[config.mk]
export PLATFORM = sky130hd
export DESIGN_NAME = pc_gen
export DESIGN_NICKNAME = d
export VERILOG_FILES = /design/src/rtl/pc_gen.sv
export SDC_FILE = /design/constraint.sdc
export NUM_CORES = 1
export LEC_CHECK = 0
export BUFFER_PORTS_ARGS = -buffer_cell sky130_fd_sc_hd__buf_4
export CAP_MARGIN = 20
export CELL_PAD_IN_SITES_DETAIL_PLACEMENT = 1
export CELL_PAD_IN_SITES_GLOBAL_PLACEMENT = 2
export CORE_ASPECT_RATIO = 0.6
export CORE_MARGIN = 2
export CORE_UTILIZATION = 43
export DETAILED_ROUTE_END_ITERATION = 8
export MAX_ROUTING_LAYER = met4
export PLACE_DENSITY = 0.94
export SKIP_LAST_GASP = 1
export SLEW_MARGIN = 25
export SYNTH_ARGS = -nofsm -noshare
export SYNTH_HDL_FRONTEND = slang
export SYNTH_SLANG_ARGS = --single-unit
[constraint.sdc]
create_clock -name clk -period 6.6 [get_ports clk]
set_clock_uncertainty 0.15 [all_clocks]
set_input_delay 0.33 -clock clk [delete_from_list [all_inputs] [get_ports clk]]
set_output_delay 0.33 -clock clk [all_outputs]
set_load 0.02 [all_outputs]
[src/rtl/pc_gen.sv]
// pc_gen: fetch PC generator with trap/redirect/branch/call/return and a circular return-address stack
module pc_gen #(
   parameter int              XLEN      = 32,
   parameter logic [XLEN-1:0] RESET_VEC = 32'h0000_0000,
   parameter logic [XLEN-1:0] TRAP_VEC  = 32'h0000_0100,
   parameter int              STEP      = 4,
   parameter int              RAS_DEPTH = 4
) (
   input  logic            clk,
   input  logic            reset,
   input  logic            stall,
   input  logic            trap,
   input  logic            redirect_en,
   input  logic [XLEN-1:0] redirect_pc,
   input  logic            branch_en,
   input  logic            call_en,
   input  logic [XLEN-1:0] branch_off,
   input  logic            ret_en,
   output logic [XLEN-1:0] pc_out,
   output logic            pc_valid,
   output logic            ras_empty,
   output logic            ras_full
);
   localparam int PW = $clog2(RAS_DEPTH);
   localparam int CW = PW + 1;
   logic [XLEN-1:0] ras [RAS_DEPTH];
   logic [PW-1:0]   ptr, top_idx;
   logic [CW-1:0]   cnt;
   logic [XLEN-1:0] seq_pc, rel_pc, nxt_pc;
   logic            active, push, pop;
   assign ras_empty = cnt == '0;
   assign ras_full  = cnt == CW'(RAS_DEPTH);
   // ptr is the next free slot; when full it points at the oldest entry, so a push overwrites it
   always_comb begin
      seq_pc  = pc_out + XLEN'(STEP);
      rel_pc  = pc_out + branch_off;
      top_idx = ptr - PW'(1);
      active  = !trap && !redirect_en && !stall;
      pop     = active && ret_en && !ras_empty;
      push    = active && !ret_en && call_en;
      nxt_pc  = trap ? TRAP_VEC :
                redirect_en ? redirect_pc :
                stall ? pc_out :
                ret_en ? (ras_empty ? seq_pc : ras[top_idx]) :
                (call_en || branch_en) ? rel_pc : seq_pc;
   end
   always_ff @(posedge clk or posedge reset) begin
      if (reset) begin
         pc_out   <= RESET_VEC;
         pc_valid <= 1'b0;
         ptr      <= '0;
         cnt      <= '0;
      end else begin
         pc_out   <= nxt_pc;
         pc_valid <= 1'b1;
         if (push) begin
            ptr <= ptr + PW'(1);
            cnt <= ras_full ? cnt : cnt + CW'(1);
         end else if (pop) begin
            ptr <= top_idx;
            cnt <= cnt - CW'(1);
         end
      end
   end
   always_ff @(posedge clk)
      if (push) ras[ptr] <= seq_pc;
endmodule

After elaboration in Yosys (flattened, before gate mapping). Memory sizes are Yosys's and may differ from the RTL's. Index checks and enable logic that the tools add are counted.

Bits of input ports: 72. Output and inout port bits: 35. Latch bits: 0. Bits in writable memories: 128. Memories: 1. Memory bits (read-only): 0. Register bits after elaboration: 38.

Div/mod/pow operators: 0. Bitwise gates (word level): 0. Reduce and logical (&&, ||, !) cells: 15. Add/subtract/negate cells: 6. Multiply operators: 0. Shift operators: 0. Equality and inequality tests: 3. Magnitude comparators: 0. Multiplexer cells: 13.

Memory list: ras (depth 4, bits a word 32, rd ports 1, clocked after memory_dff 0, wr ports 1, line 26) `logic [XLEN-1:0] ras [RAS_DEPTH];`.

Operators by type and width (count): two-way mux 32 bit (6); adder 32 x 3 -> 32 bit (second input constant) (1); adder 32 bit (1); two-way mux 3 bit (3); logical AND 1 bit (6); logical NOT 1 bit (5); two-way mux 2 bit (2); adder 3 x 1 -> 3 bit (second input constant) (1); equality test 3 bit (second input constant) (1); logical NOT 3 bit (1); != test 3 x 1 -> 1 bit (second input constant) (1); subtractor 3 x 1 -> 3 bit (second input constant) (1); adder 2 x 1 -> 2 bit (second input constant) (1); two-way mux 1 bit (2); != test 2 bit (second input constant) (1); AND reduction 2 bit (1); nonzero test 2 bit (1); subtractor 2 x 1 -> 2 bit (second input constant) (1); logical OR 1 bit (1).

Logic depth before layout (Yosys ltp).
Depth in word-level cells: 7. Mapped depth: 14. Depth with buffers taken out: 11.

Least setup slack after synthesis. OpenSTA, ideal clock, no wires.

Path type: register to register. From: reg ptr[0]. To: reg pc_out[8]. Arrival time: 3.057 ns. Clock period less this slack: 3.331 ns. Cell stages (with the launch flop): 13. Setup slack: 3.269 ns. Setup time: 0.124 ns. Buffers on the path: 6. Path through: dfrtp_1 -> buf_2 -> buf_2 -> buf_2 -> inv_1 -> ha_1 -> buf_2 -> clkbuf_1 -> clkbuf_1 -> mux4_2 -> o21ai_0 -> o211ai_1 -> o31a_1.

Word-level cells in the longest chain between the ends: 7.

RTL lines: start: declaration (line 27) `logic [PW-1:0] ptr, top_idx;`; start signal: assignment (line 57) `ptr <= ptr + PW'(1);`; start signal: assignment (line 60) `ptr <= top_idx;`; subtractor 2 x 1 -> 2 bit (line 37) `top_idx = ptr - PW'(1);`; memory read (4 x 32 bit); two-way mux 32 bit (2 in a row) (line 44) `ret_en ? (ras_empty ? seq_pc : ras[top_idx]) :`; two-way mux 32 bit (line 43) `stall ? pc_out :`; two-way mux 32 bit (line 42) `redirect_en ? redirect_pc :`; two-way mux 32 bit (line 41) `nxt_pc = trap ? TRAP_VEC :`; end signal: assignment (line 54) `pc_out <= nxt_pc;`; end: declaration (line 19) `output logic [XLEN-1:0] pc_out,`.

No other way between the ends. The select of a mux whose other input is x is not followed. A chain may end at the register's enable or synchronous reset.

Worst setup path in the final report.
From: reg pc_out[0]. To: reg pc_out[28].

Word-level cells in the longest chain between the ends: 6. Elaborated cells on any way between the ends: 8. Those cells by class: add/sub: 2; mux: 6.

RTL lines (line): adder 32 x 3 -> 32 bit or adder 32 bit (tied branches) (35, 36); two-way mux 32 bit (on tied branches) (45, 44); two-way mux 32 bit * (44); two-way mux 32 bit * (43); two-way mux 32 bit * (42); two-way mux 32 bit * (41).

Mark *: on every way between the ends. The rest lies on a longest branch, timed or not. The select of a mux whose other input is x is not followed.

==> results.py <==
metrics = {
    "final_layout": {
        "antenna_cells": 0,
        "fillers": 2362,
        "regArea_um2": 4800,
        "layout-drive-gt1-share_pct": 21.5,
        "fin_cells": 1244,
        "synthToLayoutAreaGrowth_pct": 17.0,
        "finalNetCount": 1055,
        "multiInputGateArea_um2": 4460,
    },
    "worst_setup_path": {
        "slowest_delay_ps": 500,
        "reg2reg_to": "pc_out[28]",
        "worst_setup_path_start_kind": "register",
        "worst_path_max_delay_cell": "dfrtp_1",
        "required_ps": 6760,
        "rr_startpoint": "pc_out[0]",
        "critPathCaptureType": "register",
        "r2r_cells": 11,
        "path_cells": "ha_1 -> inv_1 -> fa_1 -> nand2b_1 -> a211oi_1 -> o31a_1 -> a21o_1 -> a31oi_1 -> nor3_1 -> o21a_1 -> nor2_1",
        "cp_max_fo": 7,
        "worstPathArrival_ps": 3720,
        "reg2reg_slack_ps": 3040,
        "worstSetupPathType": "register to register",
    },
    "cts": {
        "cts_tree": "done",
        "cts_buffers": 17,
        "cts_root_buffer": "clkbuf_16",
        "path_clk_slew_ps": 80,
        "insertion_delay_ps": 430,
        "clock-sinks": 166,
        "post_cts_resized": 0,
        "postCtsSetupBuffers": 0,
        "h-tree-depth": 4,
        "hold_buffers": 5,
        "clock_path_buffers": 2,
    },
    "place": {
        "dp.final_hpwl_um": 21400,
        "io_buffers": 106,
        "dp_slack_ps": 3160,
        "place_congestion": 0.891,
        "dp_cells": 1207,
    },
    "yosys": {
        "synth_top_family_by_area": "compound AO/OA/AOI/OAI gates",
        "synth_fa_ha_area_share_pct": 5.11,
        "yosys.area.top_type": "edfxtp_1",
        "synth.most_common_cell": "edfxtp_1",
        "synthCells": 847,
        "synth-edff-count": 128,
        "syn_area_um2": 9610,
        "synth_xor_area_share_pct": 4.90,
        "synth.distinct_cells": 71,
        "ys_async_sr_fraction_pct": 22.9,
        "synth-seq-cells": 166,
        "ys_seq_area_share_pct": 49.9,
        "synth_compound_area_share_pct": 15.4,
        "ys_warn_count": 0,
        "synthTopCellsByCount": "128 x edfxtp_1, 76 x a21oi_1, 74 x nor2_1, 63 x nand2_1, 42 x o21ai_0",
        "synth_area_per_cell_um2": 11.3,
        "yosys-top-cells-area": "edfxtp_1 40%, dfrtp_1 9.9%, mux4_2 7.5%, ha_1 4.7%, a21oi_1 4.0%",
        "syn_nets": 957,
        "synth_top_area_share_pct": 40.0,
        "synthFlopType": "edfxtp_1",
        "synth-simple-area-share_pct": 13.1,
        "synthMuxAreaShare_pct": 7.83,
    },
    "power_and_ir_drop": {
        "pwr_density_cell_nw_per_um2": 311,
        "switching_share_pct": 36.2,
        "power_frac_seq_pct": 36.5,
        "p_int_mw": 2.23,
        "ir_worst_vdd_v": 0.000188,
        "p_leak_nw": 4.43,
        "pwr-share-clk_pct": 28.2,
        "p_comb_share_pct": 35.3,
        "p_switching_mw": 1.27,
    },
    "routing": {
        "ant_nets": 0,
        "drcViolationCount": 0,
        "via_per_inst": 6.01,
        "dr.pass1.iters": 5,
        "vias": 7476,
        "wirelength_um": 29800,
        "dr.first_iter.drc_count": 631,
        "routedWlPerCell_um": 24.0,
    },
    "global_routing": {
        "track_usage_pct": 26.9,
        "grt_pass1_vias": 7861,
        "grt_pass1_wl_um": 46400,
        "grt_max_degree": 52,
        "overflow": 0,
        "antenna_found_initial": 0,
    },
    "die": {
        "io_pins": 107,
        "die_area_um2": 23600,
        "rows": 42,
        "die_h_um": 120,
        "fp.coreArea_um2": 22000,
        "die_x_um": 197,
        "start_util_pct": 43.7,
    },
    "run": {
        "drv_cap": 0,
    },
    "sta": {
        "maxSlewHeadroom_pct": 36.3,
        "period_share_pct": 53.9,
        "layout_setup_ws_ps": 3040,
        "grt_setup_unrepaired": "no",
        "hold_viol": 0,
        "fmax_ghz": 0.281,
        "setup_viol_count_final": 0,
        "worst_pin_slew_ps": 955,
        "period_needed_ps": 3560,
        "drv_slew": 0,
        "fin_tns_setup_ps": 0,
    },
    "hold_path": {
        "whs_path_depth": 3,
        "hold_end": "pc_out[9]",
        "hp-class": "input pin to register",
        "holdCritStartpoint": "redirect_pc[9]",
    },
    "status": {
        "status": "completed",
    },
}
-- kinds of logic after synthesis --
logic type / after synthesis
buffers and inverters: 75
and+or+nand+nor: 247
xor gates and xnor gates: 52
adders and majority gates: 38
muxes: 35
other: 1
DFF: 166
AOI/OAI and AO/OA: 233
-- how the worst max path moves through the flow --
stage	startpoint	endpoint	slack, ps	depth (start not counted)
after floorplan	ptr[0]	pc_out[8]	3270	12
after global placement	pc_out[0]	pc_out[26]	3150	11
after detailed placement	pc_out[0]	pc_out[26]	3160	11
after CTS	pc_out[0]	pc_out[28]	3120	11
after global routing	pc_out[0]	pc_out[26]	2810	11
final	pc_out[0]	pc_out[28]	3040	11
-- layout make-up --
class                   count  share of cell area, %
clock buffers              18                   3.91
flip-flops and latches    166                   42.7
well taps                 286                   3.18
multi-input cells         606                   39.7
inverters                  31                   1.04
clock inverters            14                   1.21
repair buffers            123                   8.33
-- cells in the final DEF, fill, tap and decap left out, types with 5 or more instances in the layout --
cell	Yosys	final
nand4_1	7	7
a21o_1	21	21
nand2b_1	6	6
ha_1	36	36
and3_1	14	14
nand2_1	63	63
edfxtp_1	128	128
o21a_1	10	10
clkbuf_16	0	17
buf_4	3	118
o211ai_1	6	6
a31oi_1	5	5
xnor2_1	32	32
dlygate4sd3_1	0	5
mux4_2	32	32
nor3_1	21	21
nor2_1	74	74
xor2_1	18	18
o21bai_1	6	6
o221ai_1	6	6
dfrtp_1	38	37
inv_1	31	30
a21oi_1	76	76
nand3_1	26	26
a211oi_1	14	14
o22ai_1	11	11
inv_6	0	5
o21ai_0	42	42
and2_1	6	6
-- state kept, by name (all words and copies together), names as in the netlist --
signal	cells
cnt	3
pc_out	32
pc_valid	1
ras	128
ptr	2
-- worst max-delay path: cells and delay by family (launching register included) --
family	cells	cell delay, ps
compound gates	5	1320
fa+ha+maj	2	640
buf+inv	1	60
flops	1	500
simple gates	3	780
-- routing by layer --
| metal | routed length [µm] | vias to the layer above | track usage [%] |
|---|---|---|---|
| met5 | 0 | - | - |
| li1 | - | 3409 | - |
| met3 | 1610 | 23 | 4.27 |
| met1 | 13800 | 3829 | 37.1 |
| met4 | 223 | 0 | 5.55 |
| met2 | 14200 | 215 | 42.7 |
-- power groups by stage --
stage | logic [mW] | clock network (mW) | registers, mW
final | 1.24 | 0.986 | 1.27
after CTS | 1.24 | 1.00 | 1.27
after detailed placement | 1.24 | 0 | 1.30
after floorplan | 0.843 | 0 | 1.30
after global routing | 1.35 | 1.04 | 1.28
after global placement | 1.20 | 0 | 1.29
-- per-stage QoR --
stage	hold slack [ps]	util (%)	cell area (µm²)	power, mW
after floorplan	305	-	9610	2.14
after global placement	326	48.3	10600	2.49
after detailed placement	336	48.3	10600	2.53
after CTS	2.25	51.2	11200	3.52
after global routing	7.86	51.2	11200	3.67
final	9.64	51.2	11200	3.50
Power figures use the tool's default switching activity.
